==> src/rtl/viterbi_pkg.sv <==
// Shared types and helpers for the K=3, rate-1/2 hard-decision Viterbi frame decoder.
package viterbi_pkg;

   localparam int NUM_STATES = 4;
   localparam int K          = 3;
   // Widest path metric any legal FRAME_LEN (with tail) can need.
   localparam int PM_W_MAX   = 8;

   typedef enum logic [1:0] {
      ACS       = 2'd0,
      TB_INIT   = 2'd1,
      TRACEBACK = 2'd2,
      OUT       = 2'd3
   } vit_state_e;

   function automatic logic [1:0] expected_symbol(input logic       u,
                                                  input logic [1:0] s,
                                                  input logic [2:0] g0,
                                                  input logic [2:0] g1);
      logic [K-1:0] taps;
      taps = {u, s};
      return {^(g0 & taps), ^(g1 & taps)};
   endfunction

   function automatic logic [PM_W_MAX-1:0] sat_add(input logic [PM_W_MAX-1:0] a,
                                                   input logic [PM_W_MAX-1:0] b,
                                                   input logic [PM_W_MAX-1:0] inf);
      logic [PM_W_MAX:0] sum;
      sum = {1'b0, a} + {1'b0, b};
      return (sum >= {1'b0, inf}) ? inf : sum[PM_W_MAX-1:0];
   endfunction

endpackage

==> src/rtl/viterbi_frame_decoder_if.sv <==
// Symbol-in / frame-out bus of the Viterbi frame decoder.
// A transfer happens on a rising clk edge where valid and ready are both high;
// valid never waits for ready, and the payload is held while valid is high and ready low.
interface viterbi_frame_decoder_if #(
   parameter int FRAME_LEN = 8
);
   logic                 in_valid;
   logic                 in_ready;
   logic [1:0]           conv_code;
   logic                 out_valid;
   logic                 out_ready;
   logic [FRAME_LEN-1:0] pcm;

   modport master (
      output in_valid, conv_code, out_ready,
      input  in_ready, out_valid, pcm
   );

   modport slave (
      input  in_valid, conv_code, out_ready,
      output in_ready, out_valid, pcm
   );
endinterface

==> src/rtl/viterbi_acs_unit.sv <==
// Combinational add-compare-select over all four trellis states for one received symbol.
module viterbi_acs_unit
   import viterbi_pkg::*;
#(
   parameter int         PM_W = 5,
   parameter logic [2:0] G0   = 3'b111,
   parameter logic [2:0] G1   = 3'b101
) (
   input  logic [NUM_STATES-1:0][PM_W-1:0] pm_i,
   input  logic [1:0]                      sym_i,
   output logic [NUM_STATES-1:0][PM_W-1:0] pm_o,
   output logic [NUM_STATES-1:0]           dec_o
);

   localparam logic [PM_W-1:0] INF = '1;

   logic [1:0]      nsv;
   logic [1:0]      p0;
   logic [1:0]      p1;
   logic [1:0]      x0;
   logic [1:0]      x1;
   logic [PM_W-1:0] c0;
   logic [PM_W-1:0] c1;

   always_comb begin
      pm_o  = '0;
      dec_o = '0;
      nsv   = '0;
      p0    = '0;
      p1    = '0;
      x0    = '0;
      x1    = '0;
      c0    = '0;
      c1    = '0;
      for (int ns = 0; ns < NUM_STATES; ns++) begin
         nsv = 2'(ns);
         // ns = {u, a} is reachable from {a, 0} and {a, 1}
         p0  = {nsv[0], 1'b0};
         p1  = {nsv[0], 1'b1};
         x0  = expected_symbol(nsv[1], p0, G0, G1) ^ sym_i;
         x1  = expected_symbol(nsv[1], p1, G0, G1) ^ sym_i;
         c0  = PM_W'(sat_add(PM_W_MAX'(pm_i[p0]), PM_W_MAX'({x0[1] & x0[0], x0[1] ^ x0[0]}),
                             PM_W_MAX'(INF)));
         c1  = PM_W'(sat_add(PM_W_MAX'(pm_i[p1]), PM_W_MAX'({x1[1] & x1[0], x1[1] ^ x1[0]}),
                             PM_W_MAX'(INF)));
         // Ties keep the {a,0} predecessor so decoding is deterministic
         if (c1 < c0) begin
            pm_o[ns]  = c1;
            dec_o[ns] = 1'b1;
         end else begin
            pm_o[ns]  = c0;
            dec_o[ns] = 1'b0;
         end
      end
   end

endmodule

==> src/rtl/viterbi_frame_decoder.sv <==
// Frame-based hard-decision Viterbi decoder (rate 1/2, K=3): ACS per symbol, then traceback.
// Optional tail flushing (two zero tail bits, traceback from state 0): define VITERBI_TAIL_FLUSH_EN.
module viterbi_frame_decoder
   import viterbi_pkg::*;
#(
   parameter int         FRAME_LEN = 8,
   parameter logic [2:0] G0        = 3'b111,
   parameter logic [2:0] G1        = 3'b101
) (
   input  logic                           clk,
   input  logic                           reset,
   viterbi_frame_decoder_if.slave         bus,
   output vit_state_e                     dbg_state_o
);

`ifdef VITERBI_TAIL_FLUSH_EN
   localparam int NSYM = FRAME_LEN + 2;
`else
   localparam int NSYM = FRAME_LEN;
`endif
   localparam int PM_W = $clog2(2 * NSYM + 2);
   localparam int AW   = $clog2(NSYM);

   localparam logic [PM_W-1:0] INF = '1;
   localparam logic [NUM_STATES-1:0][PM_W-1:0] PM_INIT = {INF, INF, INF, {PM_W{1'b0}}};

   vit_state_e                      state_q;
   logic [NUM_STATES-1:0][PM_W-1:0] pm_q;
   logic [NUM_STATES-1:0][PM_W-1:0] pm_d;
   logic [NUM_STATES-1:0]           dec_d;
   logic [AW-1:0]                   step_q;
   logic [AW-1:0]                   tb_row_q;
   logic [1:0]                      tb_state_q;
   logic [FRAME_LEN-1:0]            pcm_q;
   logic                            in_ready_q;
   logic                            out_valid_q;
   logic [1:0]                      start_state;
   logic                            keep_row;
   logic                            acs_fire;

   // One decision bit per state per symbol; contents are never reset
   logic [NUM_STATES-1:0]           surv_q [NSYM];

   viterbi_acs_unit #(
      .PM_W (PM_W),
      .G0   (G0),
      .G1   (G1)
   ) u_acs (
      .pm_i  (pm_q),
      .sym_i (bus.conv_code),
      .pm_o  (pm_d),
      .dec_o (dec_d)
   );

   assign acs_fire = (state_q == ACS) && bus.in_valid && in_ready_q;

`ifdef VITERBI_TAIL_FLUSH_EN
   assign start_state = 2'd0;
   assign keep_row    = (tb_row_q < AW'(FRAME_LEN));
`else
   logic [PM_W-1:0] best_pm;

   always_comb begin
      start_state = 2'd0;
      best_pm     = pm_q[0];
      for (int i = 1; i < NUM_STATES; i++) begin
         if (pm_q[i] < best_pm) begin
            best_pm     = pm_q[i];
            start_state = 2'(i);
         end
      end
   end

   assign keep_row = 1'b1;
`endif

   always_ff @(posedge clk) begin
      if (acs_fire) surv_q[step_q] <= dec_d;
   end

   always_ff @(posedge clk or negedge reset) begin
      if (!reset) begin
         state_q     <= ACS;
         pm_q        <= PM_INIT;
         step_q      <= '0;
         tb_row_q    <= '0;
         tb_state_q  <= '0;
         pcm_q       <= '0;
         in_ready_q  <= 1'b1;
         out_valid_q <= 1'b0;
      end else begin
         case (state_q)
            ACS: begin
               if (acs_fire) begin
                  pm_q   <= pm_d;
                  step_q <= step_q + AW'(1);
                  if (step_q == AW'(NSYM - 1)) begin
                     state_q    <= TB_INIT;
                     in_ready_q <= 1'b0;
                  end
               end
            end
            TB_INIT: begin
               tb_state_q <= start_state;
               tb_row_q   <= AW'(NSYM - 1);
               state_q    <= TRACEBACK;
            end
            TRACEBACK: begin
               // Rows come out last-first, so shifting right lands row 0 at the MSB
               if (keep_row) pcm_q <= {tb_state_q[1], pcm_q[FRAME_LEN-1:1]};
               tb_state_q <= {tb_state_q[0], surv_q[tb_row_q][tb_state_q]};
               if (tb_row_q == '0) begin
                  state_q     <= OUT;
                  out_valid_q <= 1'b1;
               end else begin
                  tb_row_q <= tb_row_q - AW'(1);
               end
            end
            OUT: begin
               if (bus.out_ready) begin
                  out_valid_q <= 1'b0;
                  pm_q        <= PM_INIT;
                  step_q      <= '0;
                  in_ready_q  <= 1'b1;
                  state_q     <= ACS;
               end
            end
            default: state_q <= ACS;
         endcase
      end
   end

   assign bus.in_ready  = in_ready_q;
   assign bus.out_valid = out_valid_q;
   assign bus.pcm       = pcm_q;
   assign dbg_state_o   = state_q;

endmodule

==> src/flat_wrapper.sv <==
// flat-port wrapper written by rule: the top's interface ports become plain ports
module viterbi_frame_decoder_flat import viterbi_pkg::*;
#(
   parameter int         FRAME_LEN = 8,
   parameter logic [2:0] G0        = 3'b111,
   parameter logic [2:0] G1        = 3'b101
)
  (clk, reset, dbg_state_o, bus_in_valid, bus_conv_code, bus_out_ready, bus_in_ready, bus_out_valid, bus_pcm);
  viterbi_frame_decoder_if #(.FRAME_LEN(FRAME_LEN)) bus_i ();
  input  logic clk;
  input  logic reset;
  output vit_state_e dbg_state_o;
  input wire logic [$bits(bus_i.in_valid)-1:0] bus_in_valid;
  input wire logic [$bits(bus_i.conv_code)-1:0] bus_conv_code;
  input wire logic [$bits(bus_i.out_ready)-1:0] bus_out_ready;
  output wire logic [$bits(bus_i.in_ready)-1:0] bus_in_ready;
  output wire logic [$bits(bus_i.out_valid)-1:0] bus_out_valid;
  output wire logic [$bits(bus_i.pcm)-1:0] bus_pcm;
  assign bus_i.in_valid = bus_in_valid;
  assign bus_i.conv_code = bus_conv_code;
  assign bus_i.out_ready = bus_out_ready;
  assign bus_in_ready = bus_i.in_ready;
  assign bus_out_valid = bus_i.out_valid;
  assign bus_pcm = bus_i.pcm;
  viterbi_frame_decoder #(.FRAME_LEN(FRAME_LEN), .G0(G0), .G1(G1)) u_core (.clk(clk), .reset(reset), .bus(bus_i), .dbg_state_o(dbg_state_o));
endmodule
==> config.mk <==
export PLATFORM = sky130hd
export DESIGN_NAME = viterbi_frame_decoder_flat
export DESIGN_NICKNAME = d
export VERILOG_FILES = /design/src/rtl/viterbi_pkg.sv /design/src/rtl/viterbi_frame_decoder_if.sv /design/src/rtl/viterbi_acs_unit.sv /design/src/rtl/viterbi_frame_decoder.sv /design/src/flat_wrapper.sv
export SDC_FILE = /design/constraint.sdc
export NUM_CORES = 1
export LEC_CHECK = 0
export CORE_UTILIZATION = 67
export CTS_CLUSTER_DIAMETER = 100
export DETAILED_ROUTE_END_ITERATION = 8
export GPL_ROUTABILITY_DRIVEN = 0
export GPL_TIMING_DRIVEN = 0
export PLACE_DENSITY = 0.95
export SYNTH_ARGS = -nofsm -noshare
export SYNTH_HDL_FRONTEND = slang
export SYNTH_SLANG_ARGS = --single-unit
export TNS_END_PERCENT = 20
==> constraint.sdc <==
create_clock -name clk -period 7.65 [get_ports clk]
set_clock_uncertainty 0.2 [all_clocks]
set_input_delay 1.9125 -clock clk [delete_from_list [all_inputs] [get_ports clk]]
set_output_delay 1.9125 -clock clk [all_outputs]
set_load 0.02 [all_outputs]
==> results of run 1 <==
layout make-up:
cell class                      count  area (um^2)  share of cell area
Buffer                             20        91.34             0.01604
Sequential cell                    72         1982              0.3481
Multi-Input combinational cell    370         2950              0.5181
Timing Repair Buffer               17        165.2             0.02900
Clock inverter                      6        115.1             0.02022
Tap cell                           99        123.9             0.02175
Inverter                           37        138.9             0.02439
Clock buffer                       10        127.6             0.02241
flip-flops by register name (all words and copies together) (netlist names):
register	flops
u_core.step_q	3
u_core.dbg_state_o	2
u_core.bus.in_ready	1
u_core.surv_q	32
u_core.bus.pcm	8
u_core.tb_row_q	3
u_core.bus.out_valid	1
u_core.pm_q	20
u_core.tb_state_q	2
path summary, 6_finish.rpt:
check	start	end	cells past startpoint
min reg2reg	u_core.bus.pcm[0]	u_core.bus.pcm[0]	1
max in group asynchronous	reset	u_core.bus.pcm[0]	1
min in group asynchronous	reset	u_core.step_q[1]	1
min	u_core.bus.pcm[0]	u_core.bus.pcm[0]	1
max reg2reg	u_core.pm_q[2]	u_core.tb_state_q[1]	21
max	bus_conv_code[0]	u_core.pm_q[15]	19
stage by stage:
| step | hold slack, ns | std cells | instance area (um^2) |
|---|---|---|---|
| 2_1_floorplan | 0.2793 | 499 | 5162 |
| 3_3_place_gp | 0.2881 | 615 | 5456 |
| 3_5_place_dp | 0.2997 | 615 | 5451 |
| 4_1_cts | 0.3165 | 631 | 5694 |
| 5_1_grt | 0.3404 | 631 | 5694 |
| 6_report | 0.3144 | 631 | 5694 |
synth_stat cells (16+ instances only):
cell,count,area share
ha_1,52,0.13
nor2_1,46,0.033
nand2_1,43,0.031
inv_1,36,0.026
edfxtp_1,32,0.19
dfrtp_1,24,0.12
o21ai_0,18,0.017
a21oi_1,17,0.016
dfstp_2,16,0.081
mux2_2,16,0.035
nand3_1,16,0.016
routing by layer:
layer	wire, um	part of all wire	up-vias	track usage
met5	0	0	-	0
met2	6893	0.52	240	0.6314
met4	481	0.036	0	0.1421
met1	4797	0.36	2014	0.3974
met3	1077	0.081	62	0.06176
li1	-	-	1893	-
worst register-to-register path: stages, from the launching register on:
cell	delay, ns
dfrtp_1	0.36
clkbuf_1	0.38
inv_1	0.15
ha_1	0.33
a211oi_1	0.34
nor2_1	0.12
or3_1	0.36
clkbuf_1	0.20
mux2i_1	0.30
ha_1	0.30
a211oi_1	0.27
o21ai_0	0.18
o21ai_1	0.50
nand2_1	0.12
o21a_1	0.14
ha_1	0.32
a21o_1	0.20
a21o_1	0.18
a21o_1	0.19
a211o_1	0.24
nor3b_1	0.16
o22ai_1	0.17
kinds of logic (layout without fill, tap and decap cells):
| group | Yosys count | in the layout | synth area share |
|---|---|---|---|
| xor+xnor | 11 | 11 | 0.01866 |
| compound gates | 108 | 108 | 0.1517 |
| fa+ha+maj | 60 | 60 | 0.1571 |
| mux | 39 | 39 | 0.1071 |
| buf+inv | 57 | 90 | 0.04459 |
| simple gates | 152 | 152 | 0.1369 |
| flops | 72 | 72 | 0.3839 |
==> summary by stage, run 1 <==
Outcome
The run finished with clean final reports.

Die
For this configuration, the core starts out at a cell density of 0.7005. The overall die area is 0.008060 mm^2. The die height is approximately 90 um. The total area inside the core boundary comes to between 0.007 and 0.008 mm^2. The die is about 90 um wide. The total I/O pin count is 18. The count of standard-cell rows is 31.

Timing
Based on the critical path, the design can be clocked at up to 164.6 MHz. The final number of hold-violating endpoints is 0. The minimum clock period is 6.074 ns. In the finished design, the share of the clock period the worst path needs comes to 0.7940.

The final number of setup-violating endpoints is 0. After layout, the worst setup slack is about 1.6 ns. The worst-case headroom to the max-slew limit is 0.3955. Setup repair after global routing left no endpoint under its margin.

The number of pins with negative max-slew slack in the final report came to 0. The sum of negative setup slack is 0 ns. At the pin with the least slew margin, the transition time is 0.9067 ns.

Routing
The number of iterations in the first detailed-routing pass is 5. After detailed routing, the number of vias per cell comes to 6.670. The wire length per cell is approximately 21 um.

The total DRC errors in the routed layout is 0. The count of vias placed by the detailed router is between 4k and 5k. After detailed routing, the total wire length is ~13 mm. The DRC violation total after the first TritonRoute iteration is approximately 290. In this run the remaining antenna-violating nets after routing total 0.

Placement
The number of buffers added on ports is 17. OpenSTA, run right after detailed placement, puts the worst setup slack at ~1.3 ns. Detailed placement finished with a half-perimeter wire length of approximately 9.5 mm.

Critical path
STA classifies the critical path startpoint as an input pin. The critical path goes through clkdlybuf4s50_1 > inv_1 > ha_1 > inv_1 > ha_1 > inv_1 > fa_1 > nand3b_1 > a21boi_0 > o211ai_1 > nand2_1 > ha_1 > a21o_1 > a21oi_1 > o211ai_1 > o31ai_1 > buf_2 > nor3_1 > a311oi_1. Of all nets on the critical path, the largest fanout is 17.

The number of buffers and inverters on the critical path is 5. The slowest stage of the critical path belongs to the cell fa_1. The arrival time at the worst endpoint is ~6 ns. The reg-to-reg setup timing slack is 1.86 ns. For this run, the slowest stage of the critical path takes 0.56 ns.

By startpoint and endpoint, the worst setup path is classified as input pin to flop. The worst setup path is captured at a flop. The largest delay contributor family on the critical path is adder cells. At the worst endpoint, the required time is ~7.7 ns.

Finish
In the layout the commonest cells are ha_1, nor2_1, nand2_1. The number of inserted filler cells in the final layout is 478. The repair_antennas step left the layout with diodes totalling 0.

The number of nets in the final layout is a little under 600. For this run, the share of the core covered by cells in the final layout is 0.7727. The fraction of final layout cells with drive strength greater than 1 is 0.1203. The library cell used most frequently in the layout, excluding fill and tap cells, is ha_1. The synthesis-to-finish area growth is 10.30%.

Clock tree
Counting the buffers created by CTS gives 9. TritonCTS built the clock tree. Clock tree synthesis selected as its root buffer the cell clkbuf_8.

Hold repair after CTS inserted 0 buffers. The post-CTS setup-driven buffer insertion count is 0. The later-pin clock latency in the skew report is 0.36 ns. The number of cells upsized or downsized after cts is 0. The clock tree synthesis step divided the H-tree into 3 levels. Clock-pin slew was measured on the worst setup and hold paths at approximately 0.08 ns. The number of sinks driven by the clock tree is roughly 70. The clock passes through at most 2 buffers.

Synth
For this run, the leading register cell type out of synthesis is edfxtp_1. The post-synthesis cell count is 499. The number of synthesis warnings is 0. The number of nets in the synthesized netlist is 565. Counting flops with an async set or reset pin after synthesis yields a share of 0.5556. The number of synthesized flops with an enable pin is 32. The flip-flop and latch count after synthesis is between 70 and 80. The average instance area after synthesis is 10.35 um^2. The sequential cell area fraction in the yosys report is 0.3839. In this run, distinct cell masters in the synthesized netlist total between 50 and 60. The mapped netlist covers between 0.005 and 0.006 mm^2.

Flow run
Max-cap violations in this run came to 0.

Global routing
For this run the aggregate overflow at the end of global routing stands at 0. Across every metal layer, demand over resource in global routing totals 0.3453. The via count of the first global-routing pass was about 4.4k.

The initial antenna violation count came to 0. The first global-routing pass estimated between 20 and 25 mm of wire. Entering global routing, the biggest net connects just over 40 pins.

Hold path
The path class of the lowest-slack min-delay path is flop to flop.
Power of run 1 is not shown: default switching activity piles up to over one toggle a cycle in this logic, so the estimate is an artifact.
==> run 2: changes to the inputs <==
- CORE_UTILIZATION: 67 -> 62
- PLACE_DENSITY: 0.95 -> 0.9
- clock period: 7.65 -> 6.1 ns (I/O delays scaled with it)
==> run 2 against run 1 <==
Against the previous run:
- final area decreased by 0.44%
- critical path depth is the same
- critical path type unchanged
- worst setup slack worse by 1.2 ns
==> summary by stage, run 2 (synthesis results as in run 1) <==
Finish
Leaving out fill and tap cells, the most frequent cell in the layout is ha_1. The end-of-flow core utilization came to 0.7188 (-0.05392). The flip-flop count of the largest register, all copies and words added is 32 (unchanged).

The number of nets in the final layout is 593 (unchanged). In the layout the commonest cells are ha_1, nor2_1, nand2_1. The register name with the most flops is u_core.surv_q. The synthesis-to-finish area growth is 9.816%. The final instance area is 0.005669 mm^2 (-0.44%). The fraction of final layout cells with drive strength greater than 1 was 0.1203 (unchanged).

The antenna diode count is 0 (unchanged).

Die
The die width came to 93.25 um (+3.9%). The total I/O pin count is 18 (unchanged). The count of standard-cell rows was 32 (+3.2%). The area of the placeable core is 0.007888 mm^2 (+7.0%). The starting density of the core is 0.6545 (-0.04600).

The overall die area came to 0.008696 mm^2 (+7.9%). The die height came to 93.25 um (+3.9%).

Global routing
The layer flagged by global routing as most heavily used is met2. The pin count of the biggest net entering global routing came to 41 (unchanged). The global-route wire length before repair came to 19.83 mm (-7.9%). The met2 usage came to 0.5411 (-0.09036). The initial antenna violation count was 0 (unchanged). The via count of the first global-routing pass is 4139 (-6.0%). The total routing usage reported by global routing came to 0.3024 (-0.04295). The global-route track usage on met3 is 0.05366 (-0.008101). The global-route track usage on met1 was 0.3549 (-0.04251).

The final global-route overflow total was 0 (unchanged).

Critical path
The number of buffers and inverters on the critical path is 5 (unchanged). The largest stage delay on the critical path is 0.56 ns (about the same). Walking the worst path, the cells encountered are clkdlybuf4s50_1 > inv_1 > ha_1 > inv_1 > ha_1 > inv_1 > fa_1 > nand3b_1 > a21boi_0 > o211ai_1 > nand2_1 > ha_1 > a21o_1 > a21oi_1 > o211ai_1 > o31ai_1 > buf_2 > mux2i_1 > o22a_1. The classification of the worst setup path is input pin to flop. The critical-path maximum fanout is 17 (unchanged). The reg-to-reg setup timing slack was 0.40 ns (-1.46 ns). Tracing the worst setup path back leads to its startpoint at bus_conv_code[0]. The worst register-to-register path begins at u_core.pm_q[2]. The kind of launch point of the worst setup path is an input pin.

The slowest cell on the critical path is fa_1. The largest delay contributor family on the critical path is adder cells. The arrival time at the worst endpoint came to 5.81 ns (-0.32 ns).

The endpoint type of the worst setup path is a flop. The critical path required time is 6.19 ns (-1.51 ns).

Routing
The DRC violation total after the first TritonRoute iteration is 229 (-20%). The total DRC errors in the routed layout is 0 (unchanged). The wire length per cell was 19.51 um (-7.1%).

The count of vias placed by the detailed router is 4089 (-2.9%). The total wire length after detailed routing is 12.37 mm (-6.6%). The number of iterations in the first detailed-routing pass came to 5 (unchanged). The count of antenna-violating nets left after detailed routing is 0 (unchanged). The number of vias per cell is 6.450 (-3.3%).

Flow run
The count of maximum capacitance violations came to 0 (unchanged).

Timing
Of the available clock period, the critical path in the final layout requires 0.9373. The slew at the pin closest to its max-slew limit is 0.9446 ns (+0.03791 ns). The sum of negative setup slack came to 0 ns (unchanged). The number of pins with negative max-slew slack in the final report is 0 (unchanged). The worst-case headroom to the max-slew limit came to 0.3702 (-0.02527).

The final number of hold-violating endpoints is 0 (unchanged). The minimum clock period is about 5.7 ns. The fmax is 174.9 MHz. The final number of setup-violating endpoints is 0 (unchanged).

Setup repair after global routing left no endpoint under its margin.

Outcome
The run finished with clean final reports.

Placement
The total half-perimeter wirelength after legalization and detailed placement is 9.268 mm (-2.9%). The total cell area at the placement stage is 0.005455 mm^2 (about the same). The number of buffers added on ports came to 17 (unchanged).

Clock tree
The number of sinks driven by the clock tree came to 72 (unchanged). The clock transition at the register clock pins on the worst setup and hold paths after CTS is 0.08 ns (about the same). The cell sitting at the root of the clock tree is a clkbuf_8.

TritonCTS built the clock tree. The post-CTS setup-driven buffer insertion count is 0 (unchanged). The number of buffers inserted for hold repair after clock tree synthesis came to 0 (unchanged). The maximum count of clock buffers along a single path was 2 (unchanged).

The later-pin clock latency in the skew report was 0.36 ns (about the same). The number of buffers created by CTS is 9 (unchanged). The number of cells upsized or downsized after cts is 0 (unchanged). The H-tree depth is 3 (unchanged).

Hold path
The hold path startpoint is u_core.bus.pcm[0]. The path class of the lowest-slack min-delay path is flop to flop.
-- run 2: layout make-up --
| type | count | area (um^2) |
|---|---|---|
| Inverter | 37 | 138.9 |
| Tap cell | 102 | 127.6 |
| Sequential cell | 72 | 1982 |
| Multi-Input combinational cell | 370 | 2950 |
| Timing Repair Buffer | 17 | 165.2 |
| Fill cell | 545 | 2218 |
| Clock buffer | 11 | 152.6 |
| Clock inverter | 5 | 61.31 |
| Buffer | 20 | 91.34 |
-- run 2: path summary, 6_finish.rpt --
kind,cells past startpoint,endpoint
worst min register to register,1,u_core.bus.pcm[0]
max in group asynchronous,1,u_core.bus.pcm[1]
worst min-delay path,1,u_core.bus.pcm[0]
min in group asynchronous,1,u_core.tb_row_q[0]
worst max register to register,21,u_core.tb_state_q[1]
worst max-delay path,19,u_core.pm_q[19]
-- run 2: routing by layer --
metal	wire length (um)	part of all wire
met1	4898	0.40
met2	6382	0.52
met4	353	0.029
met5	0	0
met3	737	0.060
-- run 2: per-stage QoR --
stage,hold WS [ns],worst slack (ns),instances
after floorplan,0.2793,1.212,499
after global placement,0.2881,0.2737,618
after detailed placement,0.3150,0.08049,618
after CTS,0.3305,0.4367,634
after global routing,0.3465,0.1465,634
final,0.3317,0.3827,634
Power of run 2 is left out for the same reason.
